`src/rtl/fence_sequencer.sv`:
```
`default_nettype none
// ============================================================================
// Module   : fence_sequencer
// Purpose  : Orders store drain, D$/I$/TLB flushes and commit ack for fences.
// Revision : 1.0
// ============================================================================
module fence_sequencer #(
  parameter int DRAIN_TIMEOUT = 1024,
  parameter int CNT_W         = 32
) (
  input  logic             clk_i,
  input  logic             rst_i,
  input  logic             req_valid_i,
  input  logic [1:0]       req_kind_i,
  input  logic             halt_i,
  input  logic             kill_i,
  input  logic             no_st_pending_i,
  output logic             dcache_flush_o,
  input  logic             dcache_flush_ack_i,
  output logic             icache_flush_o,
  output logic             tlb_flush_o,
  output logic             done_o,
  output logic             flush_pipeline_o,
  output logic             busy_o,
  output logic             timeout_o,
  output logic             err_o,
  input  logic             err_clr_i,
  output logic [CNT_W-1:0] fence_count_o
);

  localparam int DC_W = $clog2(DRAIN_TIMEOUT);
  localparam logic [DC_W-1:0] C_CNT_MAX = DC_W'(DRAIN_TIMEOUT - 1);
  localparam logic [DC_W-1:0] C_CNT_PRE = DC_W'(DRAIN_TIMEOUT - 2);

  localparam logic [1:0] C_K_FENCE  = 2'd0;
  localparam logic [1:0] C_K_SFENCE = 2'd2;

  typedef enum logic [2:0] {
    S_IDLE   = 3'd0,
    S_DRAIN  = 3'd1,
    S_DFLUSH = 3'd2,
    S_IFLUSH = 3'd3,
    S_TLB    = 3'd4,
    S_DONE   = 3'd5
  } state_t;

  state_t            r_state;
  state_t            w_next;
  logic [1:0]        r_kind;
  logic              r_kill;
  logic [DC_W-1:0]   r_drain_cnt;
  logic              w_timeout;
  logic              r_dflush;
  logic              r_iflush;
  logic              r_tlb;
  logic              r_done;
  logic              r_busy;
  logic              r_timeout;
  logic              r_err;
  logic [CNT_W-1:0]  r_count;

  always_comb begin
    w_next = r_state;
    case (r_state)
      S_IDLE: begin
        if (req_valid_i && !halt_i && !kill_i) w_next = S_DRAIN;
      end
      S_DRAIN: begin
        if (kill_i)               w_next = S_IDLE;
        else if (no_st_pending_i) w_next = (r_kind == C_K_SFENCE) ? S_TLB : S_DFLUSH;
      end
      S_DFLUSH: begin
        // A kill seen at any point during the flush only takes effect at the ack.
        if (dcache_flush_ack_i) begin
          if (r_kill || kill_i)          w_next = S_IDLE;
          else if (r_kind == C_K_FENCE)  w_next = S_DONE;
          else                           w_next = S_IFLUSH;
        end
      end
      S_IFLUSH: w_next = kill_i ? S_IDLE : S_DONE;
      S_TLB:    w_next = kill_i ? S_IDLE : S_DONE;
      S_DONE:   w_next = S_IDLE;
      default:  w_next = S_IDLE;
    endcase
  end

  // Registered one cycle early so the pulse lands in the cycle where the
  // counter reads DRAIN_TIMEOUT-1.
  assign w_timeout = (r_state == S_DRAIN) && !kill_i && !no_st_pending_i &&
                     (r_drain_cnt == C_CNT_PRE);

  always_ff @(posedge clk_i or posedge rst_i) begin
    if (rst_i) begin
      r_state     <= S_IDLE;
      r_kind      <= 2'd0;
      r_kill      <= 1'b0;
      r_drain_cnt <= '0;
      r_dflush    <= 1'b0;
      r_iflush    <= 1'b0;
      r_tlb       <= 1'b0;
      r_done      <= 1'b0;
      r_busy      <= 1'b0;
      r_timeout   <= 1'b0;
      r_err       <= 1'b0;
      r_count     <= '0;
    end else begin
      r_state  <= w_next;
      r_dflush <= (w_next == S_DFLUSH);
      r_iflush <= (w_next == S_IFLUSH);
      r_tlb    <= (w_next == S_TLB);
      r_done   <= (w_next == S_DONE);
      r_busy   <= (w_next != S_IDLE);

      if (r_state == S_IDLE && w_next == S_DRAIN) begin
        r_kind      <= req_kind_i;
        r_drain_cnt <= '0;
      end else if (r_state == S_DRAIN && !no_st_pending_i && r_drain_cnt != C_CNT_MAX) begin
        r_drain_cnt <= r_drain_cnt + DC_W'(1);
      end

      if (w_next != S_DFLUSH) r_kill <= 1'b0;
      else if (kill_i)        r_kill <= 1'b1;

      r_timeout <= w_timeout;
      if (w_timeout)      r_err <= 1'b1;
      else if (err_clr_i) r_err <= 1'b0;

      if (r_state == S_DONE) r_count <= r_count + CNT_W'(1);
    end
  end

  assign dcache_flush_o   = r_dflush;
  assign icache_flush_o   = r_iflush;
  assign tlb_flush_o      = r_tlb;
  assign done_o           = r_done;
  assign flush_pipeline_o = r_done;
  assign busy_o           = r_busy;
  assign timeout_o        = r_timeout;
  assign err_o            = r_err;
  assign fence_count_o    = r_count;

endmodule
`default_nettype wire

```
`config.mk`:
```
export PLATFORM = sky130hd
export DESIGN_NAME = fence_sequencer
export DESIGN_NICKNAME = d
export VERILOG_FILES = /design/src/rtl/fence_sequencer.sv
export SDC_FILE = /design/constraint.sdc
export NUM_CORES = 1
export LEC_CHECK = 0
export BUFFER_PORTS_ARGS = -buffer_cell sky130_fd_sc_hd__buf_4
export CAP_MARGIN = 15
export CORE_MARGIN = 10
export CORE_UTILIZATION = 49
export CTS_CLUSTER_SIZE = 12
export DETAILED_ROUTE_END_ITERATION = 10
export PLACE_DENSITY = 0.86
export RECOVER_POWER = 100
export SETUP_SLACK_MARGIN = 0.15
export SLEW_MARGIN = 30
export SYNTH_ARGS = -nofsm -noshare
export SYNTH_HDL_FRONTEND = slang
export SYNTH_SLANG_ARGS = --single-unit
```
`constraint.sdc`:
```
create_clock -name clk_i -period 1.6 [get_ports clk_i]
set_input_delay 0.08 -clock clk_i [delete_from_list [all_inputs] [get_ports clk_i]]
set_output_delay 0.08 -clock clk_i [all_outputs]
set_load 0.02 [all_outputs]
```
==> results by group, run 1 <==
Critical path
  – Critical-path cell list: buf_6 -> nor4b_4 -> o2111ai_2 -> buf_4 -> nor3_4 -> xnor2_1 -> nor2_1
  – Top Family by Delay on Critical Path: simple AND/OR/NAND/NOR gates
  – Buf/Inv on CP: 2
  – Crit path kind: reg -> reg
  – CP Capture Type: flop
  – Critical Path Fanout Max: 5
  – Largest stage delay, worst path: roughly 0.47 ns
  – Worst EP arrival: 2.11 ns
  – Required time worst endpoint: 1.80 ns
  – Slowest-stage cell, CP: dfrtp_2
  – CP startpoint kind: flop

Place
  – Placer Congestion: 0.8466
  – DP HPWL: 4.506 mm
  – Dpl cells: 393
  – IO Port Bufs: between 40 and 50
  – Post-place setup slack: -0.1761 ns
  – Placed instance area: 3407 µm²

Pwr
  – Power Density: 1139 nW/µm²
  – Leakage: between 1.5 and 2 nW
  – Combinational Power Share: 38.7%
  – Max rail drop VDD: 0.0009199 V
  – Pint: 3.098 mW
  – Sequential power share: 37.3%
  – Sw Pwr: 1.500 mW
  – Clk pwr share: 24.0%
  – Total Power: 4.598 mW
  – Sw Share: 32.63%

Flow run
  – Max-cap violation count: 0

Layout
  – Multi-input gate area: ~1500 µm²
  – Fill count: 328
  – Design Area, Final: between 4000 and 5000 µm²
  – Layout cells sized above 1: 45.56%
  – Flip-flop and latch area: 1389 µm²
  – ANT cells: 0
  – Layout Cells excl Fill: 430
  – P&R area growth vs syn: 54.60%
  – Nets@finish: 372

Timing
  – # setup viols final: 41
  – Clock Skew: 0.008794 ns
  – F_max: 0.5252 GHz
  – Worst slew pin tran: 0.6638 ns
  – Minimum clock period: 1.904 ns
  – Max-slew violation count: 0
  – Fin worst setup slack: -0.3039 ns
  – Hold Vio Cnt, Final: 0
  – RSZ-0062 raised after global routing: true
  – Setup TNS: -4.989 ns
  – Max-slew headroom: 55.70%
  – Crit share post-route: 119.0%

Routing
  – Final WL: 9.509 mm
  – DR vias: around 2400
  – Starting DRT DRC Count: 208
  – DR WL/cell: around 22 µm
  – First drt pass iteration count: 4
  – Via/cell ratio: 5.672
  – Routed Antenna Nets: 0
  – Drc violations: 0

Synth
  – Flops & latches, synth: 55
  – Number of flops mapped to enable cells by yosys: 0
  – Net Count, Synth: around 250
  – Syn avg cell area: about 11 µm²
  – Syn Inst Count: ~240
  – Sequential area share after synthesis: 52.68%
  – Mapped cell area: between 2000 and 3000 µm²
  – Main synth FF type: dfrtp_1
  – Synth unique cells: 52
  – Warnings, synthesis: 0
  – Asr flop ratio synth: 100.0%

GRT
  – Gr usage total: between 10% and 20%
  – Number of global-route vias before repair: 2446
  – Grt total ovfl: 0
  – Global-route wire length before repair: roughly 13 mm
  – Largest net degree at the start of global routing: 27
  – Initial antenna violation count: 0

Status
  – Failing checks: setup timing
  – Status: finished, violations left

Min path
  – Worst hold path class: in -> reg

CTS
  – CTS clk-pin slew, worst paths: 0.10 ns
  – CTS tree: done
  – Longest Clk Path Bufs: 2
  – Cts bufs inserted: 5
  – Clk Latency, worst-skew pair: 0.32 ns
  – Htree depth: 2
  – Clock Sink Count: 55
  – Root buffer cell: clkbuf_8

Floorplan
  – Core Box Area: 5140 µm²
  – Boundary Pins: 50
  – Die width: 93.02 µm
  – # rows: 26
  – Full die area: between 8000 and 9000 µm²
  – Die Y: approximately 93 µm
  – Initial core utilization: 50.83%
routing by layer:
metal / track usage (%) / part of all wire, % / up-vias / routed length (µm)
li1: - / - / 1058 / -
met1: 20.57 / 40 / 1236 / 3796
met2: 31.66 / 51 / 124 / 4895
met3: 5.675 / 5.9 / 21 / 560
met4: 6.684 / 2.7 / 0 / 257
met5: 0 / 0 / - / 0
flip-flops by register name, indices dropped and copies added (netlist names):
| signal | flops |
|---|---|
| r_drain_cnt | 10 |
| err_o | 1 |
| r_state | 3 |
| r_kind | 2 |
| busy_o | 1 |
| r_kill | 1 |
| tlb_flush_o | 1 |
| timeout_o | 1 |
| icache_flush_o | 1 |
| dcache_flush_o | 1 |
| fence_count_o | 32 |
| done_o | 1 |
repair_timing:
action	4_1_cts	5_1_grt
hold buffers	3	1
resized for setup	50	54
setup endpoints to repair	43	52
buffers inserted	14	10
cloned	0	1
pin swaps	45	23
endpoints found under the hold margin	18	1
power by group through the flow:
| stage | logic, mW | registers [mW] | clock network (mW) |
|---|---|---|---|
| after CTS | 1.42 | 1.69 | 1.08 |
| final | 1.78 | 1.72 | 1.10 |
| after detailed placement | 1.06 | 1.72 | 0 |
| after global placement | 1.03 | 1.71 | 0 |
| after global routing | 1.86 | 1.73 | 1.16 |
| after floorplan | 0.574 | 1.75 | 0 |
logic make-up (layout without fill, tap and decap cells):
| family | Yosys count | in the layout | share of synthesized area [%] |
|---|---|---|---|
| flip-flops | 55 | 55 | 52.68 |
| AO/OA/AOI/OAI | 21 | 21 | 5.891 |
| AND/OR/NAND/NOR | 103 | 103 | 23.56 |
| multiplexers | 2 | 2 | 0.8620 |
| buffers and inverters | 15 | 139 | 3.161 |
| adder cells (fa/ha/maj) | 3 | 3 | 1.437 |
| XOR/XNOR | 37 | 37 | 12.40 |
tightest hold or removal path: stages:
cell	delay (ns)
buf_4	0.08
inv_1	0.03
a21o_1	0.15
layout by cell type, fill, tap and decap left out, types with 3 or more instances in the layout:
cell and count:
and4_1 4, clkbuf_8 5, dfrtp_1 45, nand2_1 12
nand3_1 3, dlygate4sd3_1 4, buf_6 20, xnor2_1 21
nand3_2 7, xnor2_2 3, nor4_4 3, inv_1 7
nand4_1 7, nor2_1 11, clkbuf_1 39, nor3_4 3
xor2_1 12, buf_4 53, nor2_2 3, nor2_4 9
nand2_2 10, dfrtp_2 10, a21oi_1 3
layout make-up:
class	instances	area share (%)
multi-input cells	166	37.02
clock buffers	6	1.797
inverters	9	0.8984
flip-flops and latches	55	34.39
clock inverters	2	1.487
repair buffers	122	22.24
well taps	70	2.169
metrics by stage:
| stage | util, % | hold slack [ns] |
|---|---|---|
| after floorplan | - | 0.1625 |
| after global placement | 66.29 | 0.09040 |
| after detailed placement | 66.29 | 0.09585 |
| after CTS | 75.46 | 0.002449 |
| after global routing | 78.58 | 0.06042 |
| final | 78.58 | 0.06641 |
path summary, 6_finish.rpt:
check / start / endpoint / slack [ns] / cells after the start
min in group asynchronous: rst_i / fence_count_o[9] / 0.41 / 3
max in group asynchronous: rst_i / fence_count_o[0] / 0.08 / 4
max: r_state[1] / r_drain_cnt[8] / -0.30 / 7
min reg2reg: fence_count_o[31] / fence_count_o[31] / 0.48 / 1
min: err_clr_i / err_o / 0.07 / 3
max reg2reg: r_state[1] / r_drain_cnt[8] / -0.30 / 7
cell usage after synthesis (2+ instances only):
cell type | number | share of area [%]
dfrtp_1 | 55 | 53
nand2_1 | 24 | 3.4
xnor2_1 | 24 | 8.0
nor2_1 | 23 | 3.3
xor2_1 | 13 | 4.4
nand3_1 | 9 | 1.7
inv_1 | 8 | 1.1
nand4_1 | 7 | 1.7
nor3_1 | 7 | 1.3
and4_1 | 4 | 1.3
o21ai_0 | 4 | 0.77
a21oi_1 | 3 | 0.57
and2_1 | 3 | 0.72
and3_1 | 3 | 0.72
buf_6 | 3 | 1.3
ha_1 | 3 | 1.4
nor4_1 | 3 | 0.72
a21o_1 | 2 | 0.57
clkbuf_1 | 2 | 0.29
mux2_2 | 2 | 0.86
o31ai_1 | 2 | 0.57
or3_1 | 2 | 0.48
(Power assumes the default switching activity.)
==> inputs of run 2 (changes only) <==
- CORE_UTILIZATION: 49 -> 50
- CTS_BUF_LIST: not set -> sky130_fd_sc_hd__clkbuf_4 sky130_fd_sc_hd__clkbuf_8
- PLACE_DENSITY: 0.86 -> 0.87
==> run 2 against run 1 <==
Net effect: the flow still finishes with violations (setup timing); sequential share of layout area is 0.89 points higher; via count grew 0.21%; largest cell class unchanged; fmax down 0.31%; critical endpoint is now r_drain_cnt[6]; non-clock buffer count decreased by 3; worst hold slack got worse by 0.038 ns.
==> results by group, run 2 (synthesis results as in run 1) <==
Status
  – Status: finished, violations left
  – Failing checks: setup timing

Pwr
  – Power Density: 1062 nW/µm² (-6.7%)
  – Leakage: 1.954 nW (-1.4%)
  – Total Power: 4.183 mW (-9.0%)
  – Max rail drop VDD: 0.0008485 V (-7.8%)

Critical path
  – Buf/Inv on CP: 2 (unchanged)
  – CP Capture Type: flop
  – Critical Path Fanout Max: 3 (-2)
  – Slowest-stage cell, CP: dfrtp_2
  – Crit path kind: reg -> reg
  – Top Family by Delay on Critical Path: compound AO/OA/AOI/OAI gates
  – Worst EP arrival: 2.11 ns (about the same)
  – Critical-path cell list: buf_6 -> nor4b_4 -> o2111ai_2 -> buf_4 -> o21ai_0 -> a21oi_2
  – Largest stage delay, worst path: 0.46 ns (about the same)
  – CP startpoint kind: flop
  – Required time worst endpoint: 1.80 ns (about the same)

CTS
  – Longest Clk Path Bufs: 2 (unchanged)
  – CTS clk-pin slew, worst paths: 0.11 ns (about the same)
  – Htree depth: 2 (unchanged)
  – CTS tree: done
  – Clk Latency, worst-skew pair: 0.33 ns (about the same)
  – Cts bufs inserted: 5 (unchanged)
  – Clock Sink Count: 55 (unchanged)
  – Root buffer cell: clkbuf_8

Timing
  – Crit share post-route: 119.4% (+0.37 points)
  – Worst slew pin tran: 0.7485 ns (+0.08467 ns)
  – RSZ-0062 raised after global routing: true
  – F_max: 0.5236 GHz (-0.31%)
  – Hold_ws: 0.02809 ns (-0.03833 ns)
  – Hold Vio Cnt, Final: 0 (unchanged)
  – Minimum clock period: 1.910 ns (+0.005841 ns)
  – Max-slew headroom: 50.10% (-5.6 points)
  – Max-slew violation count: 0 (unchanged)
  – # setup viols final: 43 (+4.9%)
  – Fin worst setup slack: -0.3097 ns (-0.005841 ns)
  – Clock Skew: 0.01187 ns (+0.003074 ns)

Floorplan
  – Die width: 92.29 µm (-0.79%)
  – Full die area: 8517 µm² (-1.6%)
  – Boundary Pins: 50 (unchanged)
  – Initial core utilization: 51.48% (+0.65 points)
  – Die Y: 92.29 µm (-0.79%)
  – Core Box Area: 5075 µm² (-1.3%)
  – # rows: 26 (unchanged)

Routing
  – Final WL: 9.005 mm (-5.3%)
  – Via/cell ratio: 5.724 (+0.91%)
  – First drt pass iteration count: 4 (unchanged)
  – Starting DRT DRC Count: 215 (+3.4%)
  – Routed Antenna Nets: 0 (unchanged)
  – Drc violations: 0 (unchanged)
  – DR WL/cell: 21.09 µm (-4.6%)
  – DR vias: 2444 (+0.21%)

Place
  – DP HPWL: 4.556 mm (+1.1%)
  – Dpl cells: 389 (-1.0%)
  – Placer Congestion: 0.8299 (-2.0%)
  – Placed instance area: 3377 µm² (-0.88%)
  – IO Port Bufs: 49 (unchanged)

Flow run
  – Max-cap violation count: 0 (unchanged)

Layout
  – Commonest non-fill, non-tap cell in the layout: buf_4
  – Max FFs per register: 32 (unchanged)
  – Design Area, Final: 3938 µm² (-2.5%)
  – Commonest cells after routing, fill and taps aside: 54 x buf_4, 45 x dfrtp_1, 39 x clkbuf_1
  – ANT cells: 0 (unchanged)
  – Nets@finish: 369 (-0.81%)
  – P&R area growth vs syn: 50.72%
  – Layout Cells excl Fill: 427 (-0.70%)
  – Layout cells sized above 1: 43.98% (-1.6 points)
  – Fill count: 321 (-2.1%)

GRT
  – Gr usage total: 17.86% (-0.37 points)
  – Grt total ovfl: 0 (unchanged)
  – Met2 GRT Util: 29.35% (-2.3 points)
  – Initial antenna violation count: 0 (unchanged)
  – GR Layer Usage met1: 21.81% (+1.2 points)
  – Global-route wire length before repair: 12.44 mm (-1.6%)
  – Met3 Use GR: 3.993% (-1.7 points)
  – Gr busiest metal: met2
  – Largest net degree at the start of global routing: 56 (+110%)
  – Number of global-route vias before repair: 2434 (-0.49%)

Min path
  – Worst hold path class: in -> reg
==> run 2: cell types whose count changed in the layout (fill, tap and decap cells not counted), moves of 3 or more <==
cell     change
nor2_2       +3
nor2_4       -5
nand2_2      -7
nand2_1      +6
nor3_2       +3
nand3_2      -3
==> run 2: final timing paths <==
check                                   start                end  slack [ns]  cells past startpoint
hold reg to reg             fence_count_o[31]  fence_count_o[31]        0.48                      1
setup reg to reg                   r_state[2]     r_drain_cnt[6]       -0.31                      6
hold / removal             dcache_flush_ack_i             done_o        0.03                      3
setup / recovery                   r_state[2]     r_drain_cnt[6]       -0.31                      6
max in group asynchronous               rst_i   fence_count_o[1]        0.50                      4
min in group asynchronous               rst_i  fence_count_o[31]        0.55                      4
==> run 2: worst reg2reg max path, cell delays in order (launching register included) <==
cell,delay [ns]
dfrtp_2,0.46
buf_6,0.14
nor4b_4,0.34
o2111ai_2,0.24
buf_4,0.20
o21ai_0,0.29
a21oi_2,0.11
==> run 2: timing repair <==
item                                    in CTS  in global routing
gates resized for setup                     38                 50
pin swaps                                   25                 39
gates cloned                                 1                  0
setup buffers                                9                 16
hold endpoints to repair                    58                  0
hold buffers                                 4                  0
endpoints found under the setup margin      44                 48
==> run 2: where the power goes <==
part	switching (mW)	total [mW]	internal, mW
logic	0.813	1.63	0.813
registers	0.164	1.71	1.55
clock network	0.522	0.845	0.323
total	1.50	4.18	2.68
==> run 2: final cells by class <==
cell class | instances | area, µm² | share of cell area (%)
clock inverter | 3 | 27.53 | 0.6991
sequential | 55 | 1389 | 35.27
tap | 70 | 87.58 | 2.224
inverter | 9 | 36.28 | 0.9215
multi-input combinational | 166 | 1494 | 37.94
timing repair buffer | 119 | 834.6 | 21.19
clock buffer | 5 | 68.82 | 1.748
==> run 2: stage by stage <==
step / worst slack [ns] / setup TNS [ns] / util [%]
after floorplan: -0.1525 / -0.8698 / -
after global placement: -0.07470 / -0.4167 / 66.54
after detailed placement: -0.1545 / -1.961 / 66.54
after CTS: -0.1608 / -2.681 / 73.64
after global routing: -0.3607 / -8.131 / 77.59
final: -0.3097 / -5.608 / 77.59
==> run 2: metal layers <==
| metal | vias up | part of all wire (%) |
|---|---|---|
| met4 | 0 | 4.1 |
| li1 | 1058 | - |
| met5 | - | 0 |
| met1 | 1224 | 41 |
| met3 | 35 | 6.1 |
| met2 | 127 | 49 |
==> inputs of run 3 (changes only) <==
- BUFFER_PORTS_ARGS: -buffer_cell sky130_fd_sc_hd__buf_4 -> -buffer_cell sky130_fd_sc_hd__buf_2
- PLACE_DENSITY: 0.87 -> 0.73
- clock period: 1.6 -> 1.82 ns (I/O delays scaled with it)
==> run 3 against run 2 <==
Net effect: the run now ends clean; first-iteration DRC count down 59%; routed wire length decreased by 31%; clock skew fell by 0.0017 ns; critical endpoint unchanged; critical path depth down 1; final cell count fell by 6.8%; core utilization fell by 8.6 points; final area fell by 11%; largest cell class is now registers; sequential cell count stayed put; combinational power decreased by 35%; setup slack better by 0.37 ns.
==> results by group, run 3 (synthesis results as in run 1) <==
Timing
  – Worst slew pin tran: 0.9556 ns (+0.2071 ns)
  – Hold Vio Cnt, Final: 0 (unchanged)
  – Crit share post-route: 96.57% (-23 points)
  – Hold_ws: 0.02067 ns (-0.007417 ns)
  – Clock Skew: 0.01016 ns (-0.001707 ns)
  – Max-slew violation count: 0 (unchanged)
  – RSZ-0062 raised after global routing: true
  – F_max: 0.5690 GHz (+8.7%)
  – # setup viols final: 0 (-100%)
  – Minimum clock period: 1.758 ns (-0.1522 ns)
  – Max-slew headroom: 36.23% (-14 points)

CTS
  – CTS tree: done
  – Longest Clk Path Bufs: 2 (unchanged)
  – Htree depth: 2 (unchanged)
  – CTS clk-pin slew, worst paths: 0.10 ns (about the same)
  – Clk Latency, worst-skew pair: 0.30 ns (-0.03 ns)
  – Cts bufs inserted: 5 (unchanged)
  – Clock Sink Count: 55 (unchanged)
  – Root buffer cell: clkbuf_8

GRT
  – Largest net degree at the start of global routing: 26 (-54%)
  – Global-route wire length before repair: 9.687 mm (-22%)
  – Initial antenna violation count: 0 (unchanged)
  – Grt total ovfl: 0 (unchanged)
  – Gr usage total: 13.40% (-4.5 points)
  – Number of global-route vias before repair: 2073 (-15%)

Place
  – DP HPWL: 4.056 mm (-11%)
  – IO Port Bufs: 49 (unchanged)
  – Placer Congestion: 0.7797 (-6.0%)

Layout
  – Nets@finish: 340 (-7.9%)
  – Commonest cells after routing, fill and taps aside: 44 x dfrtp_1, 29 x buf_4, 27 x buf_2
  – Layout cells sized above 1: 37.80% (-6.2 points)
  – P&R area growth vs syn: 33.96%
  – Max FFs per register: 32 (unchanged)
  – ANT cells: 0 (unchanged)
  – Commonest non-fill, non-tap cell in the layout: dfrtp_1
  – Fill count: 383 (+19%)

Pwr
  – Max rail drop VDD: 0.0005590 V (-34%)
  – Combinational Power Share: 32.4% (-6.5 points)
  – Sw Share: 32.48% (-3.3 points)
  – Sw Pwr: 1.067 mW (-29%)
  – Leakage: 1.716 nW (-12%)
  – Power Density: 938.7 nW/µm² (-12%)
  – Sequential power share: 45.9% (+5.0 points)
  – Total Power: 3.285 mW (-21%)
  – Clk pwr share: 21.7% (+1.5 points)
  – Pint: 2.218 mW (-17%)

Floorplan
  – # rows: 26 (unchanged)
  – Full die area: 8517 µm² (unchanged)
  – Boundary Pins: 50 (unchanged)
  – Initial core utilization: 51.48% (unchanged)
  – Die width: 92.29 µm (unchanged)
  – Die Y: 92.29 µm (unchanged)
  – Core Box Area: 5075 µm² (unchanged)

Routing
  – First drt pass iteration count: 4 (unchanged)
  – DR WL/cell: 15.64 µm (-26%)
  – Starting DRT DRC Count: 88 (-59%)
  – Routed Antenna Nets: 0 (unchanged)
  – Via/cell ratio: 5.234 (-8.6%)
  – DR vias: 2083 (-15%)
  – Drc violations: 0 (unchanged)
  – Final WL: 6.224 mm (-31%)

Flow run
  – Max-cap violation count: 0 (unchanged)

Min path
  – Hold_sp: req_kind_i[0]
  – Worst hold path class: in -> reg

Critical path
  – Beginning of the critical path: r_state[1]
  – CP startpoint kind: flop
  – RR Startpoint: r_state[1]
  – Crit path kind: reg -> reg
  – Worst EP arrival: 1.99 ns (-0.12 ns)
  – CP Capture Type: flop
  – Critical Path Fanout Max: 6 (+3)
  – Required time worst endpoint: 2.05 ns (+0.25 ns)

Status
  – Status: complete, no violations
[run 3: cell count changes in the layout (fill, tap and decap cells not counted), sizes merged]
| cell | change |
|---|---|
| buf | -8 |
| clkbuf | -18 |
| dlygate4sd3 | -2 |
| inv | -1 |
[run 3: worst paths after layout]
check	end	slack, ns	cells after the start
setup / recovery	r_drain_cnt[6]	0.06	5
hold / removal	r_kind[0]	0.02	2
setup reg to reg	r_drain_cnt[6]	0.06	5
hold reg to reg	fence_count_o[31]	0.47	1
max in group asynchronous	fence_count_o[1]	0.45	4
min in group asynchronous	icache_flush_o	0.54	3
[run 3: power by group through the flow]
stage | logic, mW | registers, mW | clock network [mW]
2_1_floorplan | 0.502 | 1.54 | 0
3_3_place_gp | 0.721 | 1.54 | 0
3_5_place_dp | 0.739 | 1.54 | 0
4_1_cts | 0.959 | 1.49 | 0.724
5_1_grt | 1.16 | 1.52 | 0.778
6_report | 1.06 | 1.51 | 0.714
[run 3: repair_timing]
item	CTS	global route
hold buffers	2	0
setup endpoints to repair	27	30
endpoints found under the hold margin	24	0
gates resized for setup	12	38
pin swaps	17	29
setup buffers	17	6
gates cloned	0	0
[run 3: final cells by class]
type	count	area, µm²	area share, %
clock buffers	6	82.58	2.360
well taps	70	87.58	2.503
repair buffers	90	568.0	16.23
inverters	9	33.78	0.9653
multi-input cells	166	1321	37.75
clock inverters	2	16.27	0.4648
flip-flops and latches	55	1390	39.72
[run 3: metrics by stage]
step / utilization [%] / TNS, ns / setup WS (ns) / instances / instance area (µm²)
2_1_floorplan: - / 0 / 0.06747 / 236 / 2639
4_1_cts: 65.83 / 0 / 0.08451 / 392 / 3341
6_report: 68.96 / 0 / 0.06248 / 398 / 3500
3_3_place_gp: 59.96 / 0 / 0.05743 / 365 / 3043
3_5_place_dp: 59.96 / -0.09495 / -0.06097 / 365 / 3043
5_1_grt: 68.96 / -0.09702 / -0.03643 / 398 / 3500
[run 3: routing by layer]
layer / vias to the layer above / GRT usage (%) / routed length, µm
met5: - / 0 / 0
li1: 1000 / - / -
met2: 52 / 22.94 / 3142
met1: 1025 / 16.62 / 2747
met4: 0 / 3.728 / 67
met3: 6 / 2.852 / 266
[run 3: critical path: stages (launching register included)]
cell and delay (ns):
dfrtp_2 0.46, buf_6 0.14, nor4b_4 0.36, o2111ai_2 0.24, or3_1 0.37, a21oi_2 0.12
